==> config.mk <==
export PLATFORM = sky130hd
export DESIGN_NAME = if_id_stage
export DESIGN_NICKNAME = d
export VERILOG_FILES = /design/src/rtl/mips_pkg.sv /design/src/rtl/load_use_detect.sv /design/src/rtl/if_id_stage.sv
export SDC_FILE = /design/constraint.sdc
export NUM_CORES = 1
export LEC_CHECK = 0
export BUFFER_PORTS_ARGS = -buffer_cell sky130_fd_sc_hd__buf_2
export CAP_MARGIN = 20
export CORE_ASPECT_RATIO = 1.25
export CORE_MARGIN = 4
export CORE_UTILIZATION = 50
export DETAILED_ROUTE_END_ITERATION = 7
export HOLD_SLACK_MARGIN = 0.12
export PLACE_DENSITY = 0.95
export SLEW_MARGIN = 10
export SYNTH_ARGS = -nofsm -noshare
export SYNTH_HDL_FRONTEND = slang
export SYNTH_SLANG_ARGS = --single-unit
==> constraint.sdc <==
create_clock -name Clk -period 6.3 [get_ports Clk]
set_input_delay 1.26 -clock Clk [delete_from_list [all_inputs] [get_ports Clk]]
set_output_delay 1.26 -clock Clk [all_outputs]
set_load 0.02 [all_outputs]
==> src/rtl/mips_pkg.sv <==
// Shared MIPS definitions for the IF/ID stage: opcodes, the NOP encoding,
// the IF/ID state encoding and the "instruction reads rt" helper.
package mips_pkg;

  localparam logic [5:0] OP_RTYPE = 6'h00;
  localparam logic [5:0] OP_BEQ   = 6'h04;
  localparam logic [5:0] OP_BNE   = 6'h05;
  localparam logic [5:0] OP_SB    = 6'h28;
  localparam logic [5:0] OP_SH    = 6'h29;
  localparam logic [5:0] OP_SW    = 6'h2B;

  localparam logic [31:0] NOP_WORD_DEFAULT = 32'h0000_0000;

  typedef enum logic [1:0] {
    EMPTY = 2'd0,
    RUN   = 2'd1,
    HOLD  = 2'd2
  } if_id_state_e;

  // Opcodes whose rt field is a source operand rather than a destination.
  function automatic logic op_uses_rt(input logic [5:0] op);
    case (op)
      OP_RTYPE, OP_BEQ, OP_BNE, OP_SB, OP_SH, OP_SW: return 1'b1;
      default:                                      return 1'b0;
    endcase
  endfunction

endpackage

==> src/rtl/load_use_detect.sv <==
// Combinational load-use hazard check of a decoded instruction against the
// load sitting in ID/EX. Shared with the forwarding unit.
module load_use_detect
  import mips_pkg::*;
(
  input  logic [31:0] Instruction,
  input  logic        Valid,
  input  logic        IDEX_MemRead,
  input  logic [4:0]  IDEX_Rt,
  output logic        LU
);

  logic [5:0] op_s;
  logic [4:0] rs_s;
  logic [4:0] rt_s;
  logic       unused_s;

  assign op_s     = Instruction[31:26];
  assign rs_s     = Instruction[25:21];
  assign rt_s     = Instruction[20:16];
  assign unused_s = ^Instruction[15:0];

  // $0 is never a real dependency, so a load into it cannot stall.
  assign LU = Valid & IDEX_MemRead & (IDEX_Rt != 5'd0) &
              ((IDEX_Rt == rs_s) | (op_uses_rt(op_s) & (IDEX_Rt == rt_s)));

endmodule

==> src/rtl/if_id_stage.sv <==
// IF/ID pipeline register with load-use stall, external hold and flush
// control, plus saturating stall/flush performance counters.
module if_id_stage
  import mips_pkg::*;
#(
  parameter logic [31:0] NOP_WORD = NOP_WORD_DEFAULT,
  parameter int          CNT_W    = 16
) (
  input  logic             Clk,
  input  logic             Reset,
  input  logic [31:0]      InstructionIn,
  input  logic [31:0]      PCNext4In,
  input  logic             Flush,
  input  logic             ExtStall,
  input  logic             IDEX_MemRead,
  input  logic [4:0]       IDEX_Rt,
  output logic [31:0]      Instruction,
  output logic [31:0]      PCNext4,
  output logic             Valid,
  output logic             PCWrite,
  output logic             Bubble,
  output logic [CNT_W-1:0] StallCount,
  output logic [CNT_W-1:0] FlushCount
);

  if_id_state_e     st_q, st_d;
  logic [31:0]      instr_q, instr_d;
  logic [31:0]      pc4_q, pc4_d;
  logic             valid_q, valid_d;
  logic [CNT_W-1:0] stall_cnt_q, stall_cnt_d;
  logic [CNT_W-1:0] flush_cnt_q, flush_cnt_d;

  logic lu_raw_s;
  logic lu_s;
  logic occupied_s;
  logic hold_s;

  load_use_detect u_load_use_detect (
    .Instruction  (instr_q),
    .Valid        (valid_q),
    .IDEX_MemRead (IDEX_MemRead),
    .IDEX_Rt      (IDEX_Rt),
    .LU           (lu_raw_s)
  );

  always_comb begin
    case (st_q)
      RUN, HOLD: occupied_s = 1'b1;
      default:   occupied_s = 1'b0;
    endcase
  end

  assign lu_s    = lu_raw_s & occupied_s;
  assign hold_s  = occupied_s & (ExtStall | lu_s);
  assign PCWrite = Flush | ~hold_s;
  assign Bubble  = ~Flush & ~ExtStall & lu_s;

  // An empty stage has nothing to protect, so it always loads unless flushed.
  always_comb begin
    st_d        = st_q;
    instr_d     = instr_q;
    pc4_d       = pc4_q;
    valid_d     = valid_q;
    stall_cnt_d = stall_cnt_q;
    flush_cnt_d = flush_cnt_q;
    if (Flush) begin
      st_d    = EMPTY;
      instr_d = NOP_WORD;
      pc4_d   = 32'h0000_0000;
      valid_d = 1'b0;
      if (flush_cnt_q != {CNT_W{1'b1}}) begin
        flush_cnt_d = flush_cnt_q + CNT_W'(1);
      end else begin
        flush_cnt_d = flush_cnt_q;
      end
    end else if (hold_s) begin
      st_d = HOLD;
      if (stall_cnt_q != {CNT_W{1'b1}}) begin
        stall_cnt_d = stall_cnt_q + CNT_W'(1);
      end else begin
        stall_cnt_d = stall_cnt_q;
      end
    end else begin
      st_d    = RUN;
      instr_d = InstructionIn;
      pc4_d   = PCNext4In;
      valid_d = 1'b1;
    end
  end

  always_ff @(posedge Clk) begin
    if (!Reset) begin
      st_q        <= EMPTY;
      instr_q     <= NOP_WORD;
      pc4_q       <= 32'h0000_0000;
      valid_q     <= 1'b0;
      stall_cnt_q <= '0;
      flush_cnt_q <= '0;
    end else begin
      st_q        <= st_d;
      instr_q     <= instr_d;
      pc4_q       <= pc4_d;
      valid_q     <= valid_d;
      stall_cnt_q <= stall_cnt_d;
      flush_cnt_q <= flush_cnt_d;
    end
  end

  assign Instruction = instr_q;
  assign PCNext4     = pc4_q;
  assign Valid       = valid_q;
  assign StallCount  = stall_cnt_q;
  assign FlushCount  = flush_cnt_q;

endmodule

==> impl_metrics.py, run 1 <==
metrics = {
    "setup_path": {
        "worstPathArrival_ns": 3.00,
        "critical_path_buf_inv_count": 3,
        "timing.critical_path.from_type": "primary input",
        "r2r.worst_path.cells": 8,
        "worstPathRequired_ns": 5.04,
        "r2r_slack_ns": 3.79,
        "timing.critical_path.max_delay_family": "simple AND/OR/NAND/NOR gates",
        "r2r_start": "Instruction[20]",
        "worst-path-max-fanout": 23,
        "crit-reg2reg-capture": "Instruction[13]",
        "critical_path.most_common_cell": "sky130_fd_sc_hd__buf_2",
        "crit_path_max_incr_delay_ns": 0.52,
        "nature_of_the_critical_path_endpoint": "output pin",
        "timing_worst_setup_path_type": "in2out",
        "crit_chain": "buf_2, or4_1, o2111a_1, nand3_1, o211a_1, buf_4, or2_2, buf_2",
        "slowest_stage": "sky130_fd_sc_hd__or4_1",
    },
    "clocking": {
        "cts-hold-fix-buffers": 0,
        "clk_pin_slew_worst_paths_ns": 0.09,
        "cts_tree": "done",
        "clkSinkCount": 99,
        "postCtsSetupRepairBufs": 0,
        "htreeDepth": 3,
        "cts.path.max_buffers": 2,
        "cts-root-buf": "sky130_fd_sc_hd__clkbuf_8",
        "postCtsResizedCells": 0,
        "number_of_cts_inserted_buffers": 9,
        "clock_insertion_delay_at_the_later_pin_of_the_skew_report_ns": 0.36,
    },
    "floorplan": {
        "die_y_um": 106,
        "rows": 35,
        "floorplan.initialDensity_pct": 51.8,
        "die_area_um2": 9140,
        "core_region_area_um2": 7400,
        "die_w_um": 86.3,
        "ios": 173,
    },
    "synth": {
        "synth_area_per_cell_um2": 10.2,
        "synth_cell_types": 38,
        "synth-seq-area-share_pct": 51.7,
        "synth_edf_count": 0,
        "post_synth_inst_count": 374,
        "synth-async-reset-ratio_pct": 0,
        "synth_area_leaders": "sky130_fd_sc_hd__dfxtp_1, sky130_fd_sc_hd__a22o_1, sky130_fd_sc_hd__mux2i_1, sky130_fd_sc_hd__nand2_1, sky130_fd_sc_hd__xnor2_1",
        "synthDominantAreaCellType": "sky130_fd_sc_hd__dfxtp_1",
        "synth-seq-cells": 99,
        "number_of_warnings_printed_during_yosys_synthesis": 0,
        "synth_top_cells_by_count": "sky130_fd_sc_hd__dfxtp_1, sky130_fd_sc_hd__a22o_1, sky130_fd_sc_hd__nand2_1, sky130_fd_sc_hd__nor2_1, sky130_fd_sc_hd__nand2b_1",
        "synthFlopType": "sky130_fd_sc_hd__dfxtp_1",
        "synthesis.area_um2": 3830,
        "synth_nets": 450,
        "most_repeated_cell_in_the_gate_level_netlist_after_synthesis": "sky130_fd_sc_hd__dfxtp_1",
        "post-synth-top-area-fraction_pct": 51.7,
    },
    "layout": {
        "drive_gt1_share_pct": 36.0,
        "postLayoutCellArea_um2": 4920,
        "flow.area_growth_from_synthesis_pct": 28.4,
        "antenna_cells": 0,
        "layout.nets": 613,
    },
    "detailed_routing": {
        "drt.antenna.violating_nets": 0,
        "route.detailed.vias_per_inst": 5.49,
        "drt_first_pass_iters": 4,
        "vias": 3480,
        "routed_wire_length_per_instance_um": 15.6,
        "drt-initial-drc-count": 138,
        "drt_wl_total_mm": 9.91,
        "number_of_remaining_drc_errors": 0,
    },
    "power_and_ir_drop": {
        "pwr_density_cell_nw_per_um2": 244,
        "leak_pwr_nw": 2.26,
        "worst_ir_drop_vdd_mv": 0.132,
        "report.power.total_mw": 1.20,
    },
    "grt": {
        "grt_first_pass_wirelength_mm": 15.7,
        "overflow": 0,
        "first_global_vias": 3279,
        "grt_max_degree": 64,
        "track_usage_pct": 21.1,
        "number_of_antenna_violations_at_the_first_check_in_global_routing": 0,
    },
    "timing": {
        "worst_pin_slew_ns": 0.944,
        "post-route-min-period_ns": 4.26,
        "fin_worst_skew_ns": 0.0117,
        "fmax_mhz": 235,
        "count_of_endpoints_failing_hold_in_the_final_timing_report": 0,
        "finalCritPeriodShare_pct": 67.6,
        "max_slew_margin_pct": 36.5,
        "final_count_of_pins_violating_max_slew": 0,
        "setup_tns_ns": 0,
        "setup_viols_final": 0,
        "final.setup.worst_slack_ns": 2.04,
        "setup_repair_after_global_routing_missed_its_margin": "false",
    },
    "place": {
        "dpl_worst_slack_ns": 2.06,
        "area_after_dpl_um2": 4710,
        "dp_hpwl_mm": 7.27,
        "io_buffer_count": 172,
        "gpl.final_weighted_congestion": 0.887,
    },
    "min_path": {
        "timing.hold.worst.start": "PCNext4[0]",
        "min_to": "PCNext4[0]",
        "worst_hold_path.num_cells": 1,
        "hold_path.class": "reg2reg",
    },
    "run_status": {
        "outcome": "finished, final reports clean",
    },
    "flow_run": {
        "max_cap_violations": 0,
    },
}
## how the worst max path moves through the flow
stage / startpoint / end / cells after the start
2_1_floorplan: IDEX_Rt[0] / PCWrite / 7
3_3_place_gp: IDEX_Rt[0] / PCWrite / 8
3_5_place_dp: IDEX_Rt[0] / PCWrite / 8
4_1_cts: IDEX_Rt[0] / PCWrite / 8
5_1_grt: IDEX_Rt[0] / PCWrite / 8
6_report: IDEX_Rt[0] / PCWrite / 8
## logic make-up after synthesis
logic type | after synthesis | share of synthesized area [%]
mux | 11 | 2.87
flops | 99 | 51.7
buf+inv | 29 | 4.08
compound gates | 89 | 18.9
xor+xnor | 22 | 5.03
fa+ha+maj | 2 | 0.653
simple gates | 122 | 16.7
## through the flow
stage | utilization, % | hold slack, ns | cells
3_5_place_dp | 63.7 | 0.451 | 618
5_1_grt | 66.5 | 0.492 | 634
4_1_cts | 66.5 | 0.480 | 634
6_report | 66.5 | 0.474 | 634
2_1_floorplan | - | 0.549 | 374
3_3_place_gp | 63.7 | 0.452 | 618
## area by class of cell
cell class                 count  area [um2]
fill                         580        2480
clock buffer                   9         124
inverter                       6        22.5
multi-input combinational    246        1710
sequential                    99        1980
clock inverter                 7        87.6
tap                           92         115
timing repair buffer         175         883
## cell usage in the layout, fill, tap and decap left out, types with 2 or more instances in the layout
master                       count
sky130_fd_sc_hd__xnor2_1        12
sky130_fd_sc_hd__and3_1          6
sky130_fd_sc_hd__or3_1           3
sky130_fd_sc_hd__o311ai_0        2
sky130_fd_sc_hd__nor2_1         20
sky130_fd_sc_hd__nand2b_1       13
sky130_fd_sc_hd__o31ai_1         4
sky130_fd_sc_hd__nand4_1         4
sky130_fd_sc_hd__xor2_1         10
sky130_fd_sc_hd__inv_1           5
sky130_fd_sc_hd__nor4_1          6
sky130_fd_sc_hd__nor3_1         10
sky130_fd_sc_hd__nand3_1        12
sky130_fd_sc_hd__or4_1           3
sky130_fd_sc_hd__buf_2         172
sky130_fd_sc_hd__o21ai_0         6
sky130_fd_sc_hd__nor2b_1         2
sky130_fd_sc_hd__nand4b_1        2
sky130_fd_sc_hd__mux2i_1        11
sky130_fd_sc_hd__clkinvlp_4      2
sky130_fd_sc_hd__nor3b_1         2
sky130_fd_sc_hd__buf_4           3
sky130_fd_sc_hd__o41ai_1         2
sky130_fd_sc_hd__nand2_1        29
sky130_fd_sc_hd__a21oi_1         7
sky130_fd_sc_hd__and4_1          5
sky130_fd_sc_hd__ha_1            2
sky130_fd_sc_hd__clkinv_4        2
sky130_fd_sc_hd__a22o_1         64
sky130_fd_sc_hd__dfxtp_1        99
sky130_fd_sc_hd__clkbuf_8        9
sky130_fd_sc_hd__or2_2           2
## power breakdown
group,switching (mW),internal (mW)
combinational,0.0720,0.0535
sequential,0.0138,0.646
clock,0.226,0.189
## layer usage
layer  part of all wire [%]  wire length, um  track usage, %
met2                     49             4880            35.2
met4                    2.6              258            9.80
met5                      0                0               0
met1                     39             3900            25.2
met3                    8.7              865            5.32
## state kept, by name, indices dropped and copies added (netlist names)
signal	count
PCNext4	32
FlushCount	16
Instruction	32
Valid	1
StallCount	16
st_q	2
(Power assumes the default switching activity.)
==> run 2, diff against run 1 <==
Settings changed: CORE_UTILIZATION 50 to 47, PLACE_DENSITY 0.95 to 0.92.
Clock period 6.3 ns to 4 ns, I/O delays scaled along.
==> run 2 against run 1 <==
  * Non-clock buffer count increased by 1
  * Sequential share of layout area shrank 0.17 points
  * Combinational power grew 58%
  * Setup slack lost 1.4 ns
  * Clock power up 61%
  * Cell count up 0.63%
  * Wire length grew 1.2%
  * Flip-flop and latch count unchanged
  * Total power up 59%
  * Largest cell class unchanged
  * Critical path type unchanged
==> impl_metrics.py, run 2 (synthesized netlist as in run 1, its figures left out) <==
metrics = {
    "timing": {
        "setup_repair_after_global_routing_missed_its_margin": "false",
        "post-route-min-period_ns": 3.35,
        "final_count_of_pins_violating_max_slew": 0,
        "fmax_mhz": 299,
        "worst_pin_slew_ns": 0.987,
        "count_of_endpoints_failing_hold_in_the_final_timing_report": 0,
        "max_slew_margin_pct": 33.6,
        "finalCritPeriodShare_pct": 83.6,
        "setup_tns_ns": 0,
        "setup_viols_final": 0,
        "fin_worst_skew_ns": 0.0102,
    },
    "detailed_routing": {
        "number_of_remaining_drc_errors": 0,
        "routed_wire_length_per_instance_um": 15.7,
        "drt_first_pass_iters": 4,
        "drt.antenna.violating_nets": 0,
        "route.detailed.vias_per_inst": 5.46,
        "drt_wl_total_mm": 10.0,
        "drt-initial-drc-count": 136,
        "vias": 3485,
    },
    "place": {
        "dp_hpwl_mm": 7.42,
        "place_inst": 622,
        "gpl.final_weighted_congestion": 0.845,
        "io_buffer_count": 172,
    },
    "setup_path": {
        "worstPathRequired_ns": 3.20,
        "worst-path-max-fanout": 23,
        "timing_worst_setup_path_type": "in2out",
        "critical_path.most_common_cell": "sky130_fd_sc_hd__buf_2",
        "worstPathArrival_ns": 2.55,
        "timing.critical_path.max_delay_family": "simple AND/OR/NAND/NOR gates",
        "critical_path_buf_inv_count": 3,
        "crit_chain": "buf_2, or4_1, o2111a_1, nand3_1, o211a_1, buf_4, or2_2, buf_2",
        "nature_of_the_critical_path_endpoint": "output pin",
        "timing.critical_path.from_type": "primary input",
        "slowest_stage": "sky130_fd_sc_hd__or4_1",
        "crit_path_max_incr_delay_ns": 0.54,
    },
    "clocking": {
        "number_of_cts_inserted_buffers": 9,
        "cts.path.max_buffers": 2,
        "cts-hold-fix-buffers": 0,
        "htreeDepth": 3,
        "clkSinkCount": 99,
        "clk_pin_slew_worst_paths_ns": 0.09,
        "cts-root-buf": "sky130_fd_sc_hd__clkbuf_8",
        "cts_tree": "done",
        "postCtsSetupRepairBufs": 0,
        "clock_insertion_delay_at_the_later_pin_of_the_skew_report_ns": 0.36,
        "postCtsResizedCells": 0,
    },
    "power_and_ir_drop": {
        "leak_pwr_nw": 2.27,
        "report.power.total_mw": 1.91,
        "pwr_density_cell_nw_per_um2": 386,
        "worst_ir_drop_vdd_mv": 0.248,
    },
    "layout": {
        "most-common-layout-cells": "sky130_fd_sc_hd__buf_2, sky130_fd_sc_hd__dfxtp_1, sky130_fd_sc_hd__a22o_1",
        "antenna_cells": 0,
        "postLayoutCoreUtil_pct": 62.7,
        "flow.area_growth_from_synthesis_pct": 29.0,
        "drive_gt1_share_pct": 36.1,
        "fin_cells": 638,
        "layout.nets": 614,
        "mostFrequentLayoutCell": "sky130_fd_sc_hd__buf_2",
    },
    "floorplan": {
        "core_region_area_um2": 7880,
        "die_y_um": 109,
        "rows": 36,
        "floorplan.initialDensity_pct": 48.6,
        "die_w_um": 88.8,
        "die_area_um2": 9670,
        "ios": 173,
    },
    "run_status": {
        "outcome": "finished, final reports clean",
    },
    "grt": {
        "overflow": 0,
        "track_usage_pct": 19.6,
        "first_global_vias": 3207,
        "grt_first_pass_wirelength_mm": 15.0,
        "grt_max_degree": 66,
        "number_of_antenna_violations_at_the_first_check_in_global_routing": 0,
    },
    "flow_run": {
        "max_cap_violations": 0,
    },
    "min_path": {
        "hold_path.class": "reg2reg",
    },
}
==> run 2: cell types whose count changed in the layout (fill, tap and decap cells not counted), sizes merged <==
cell    delta
clkinv     -2
buf        +1
clkbuf     +1
inv        +1
==> run 2: power breakdown <==
part	internal [mW]	total [mW]	leakage (nW)	switching, mW
logic	0.0855	0.199	1.36	0.113
clock network	0.312	0.667	0.0995	0.355
registers	1.02	1.04	0.808	0.0226
total	1.42	1.91	2.27	0.490
==> run 2: final timing paths <==
check,start,to,slack [ns],depth (start not counted)
min reg2reg,Instruction[15],Instruction[15],0.47,1
max,IDEX_Rt[0],PCWrite,0.65,8
min,Instruction[15],Instruction[15],0.47,1
max reg2reg,Instruction[26],Instruction[5],1.59,8
==> run 2: area by class of cell <==
cell class | count | area, um2
repair buffers | 176 | 903
fillers | 651 | 2940
well taps | 95 | 119
clock inverters | 6 | 71.3
inverters | 6 | 22.5
flip-flops and latches | 99 | 1980
clock buffers | 10 | 138
multi-input cells | 246 | 1710
==> run 2: per-stage QoR <==
| step | worst slack (ns) | hold WS (ns) | area [um2] |
|---|---|---|---|
| final | 0.655 | 0.475 | 4940 |
| after global routing | 0.570 | 0.493 | 4940 |
| after CTS | 0.665 | 0.478 | 4940 |
| after detailed placement | 0.667 | 0.449 | 4730 |
| after global placement | 0.738 | 0.450 | 4730 |
| after floorplan | 0.839 | 0.549 | 3830 |
==> run 2: metal layers <==
metal	up-vias	wire [um]	track usage (%)
li1	1700	-	-
met1	1633	3980	23.0
met2	131	4970	33.5
met3	21	853	4.01
met4	0	230	9.07
met5	-	0	0
==> run 2: worst register-to-register path, stage by stage, from the launching register on <==
cell and delay (ns):
sky130_fd_sc_hd__dfxtp_1 0.40, sky130_fd_sc_hd__nor2b_1 0.15, sky130_fd_sc_hd__nor3_1 0.05, sky130_fd_sc_hd__o21ai_0 0.27, sky130_fd_sc_hd__o211a_1 0.19, sky130_fd_sc_hd__buf_4 0.25
sky130_fd_sc_hd__nor3b_4 0.22, sky130_fd_sc_hd__buf_4 0.54, sky130_fd_sc_hd__a22o_1 0.30
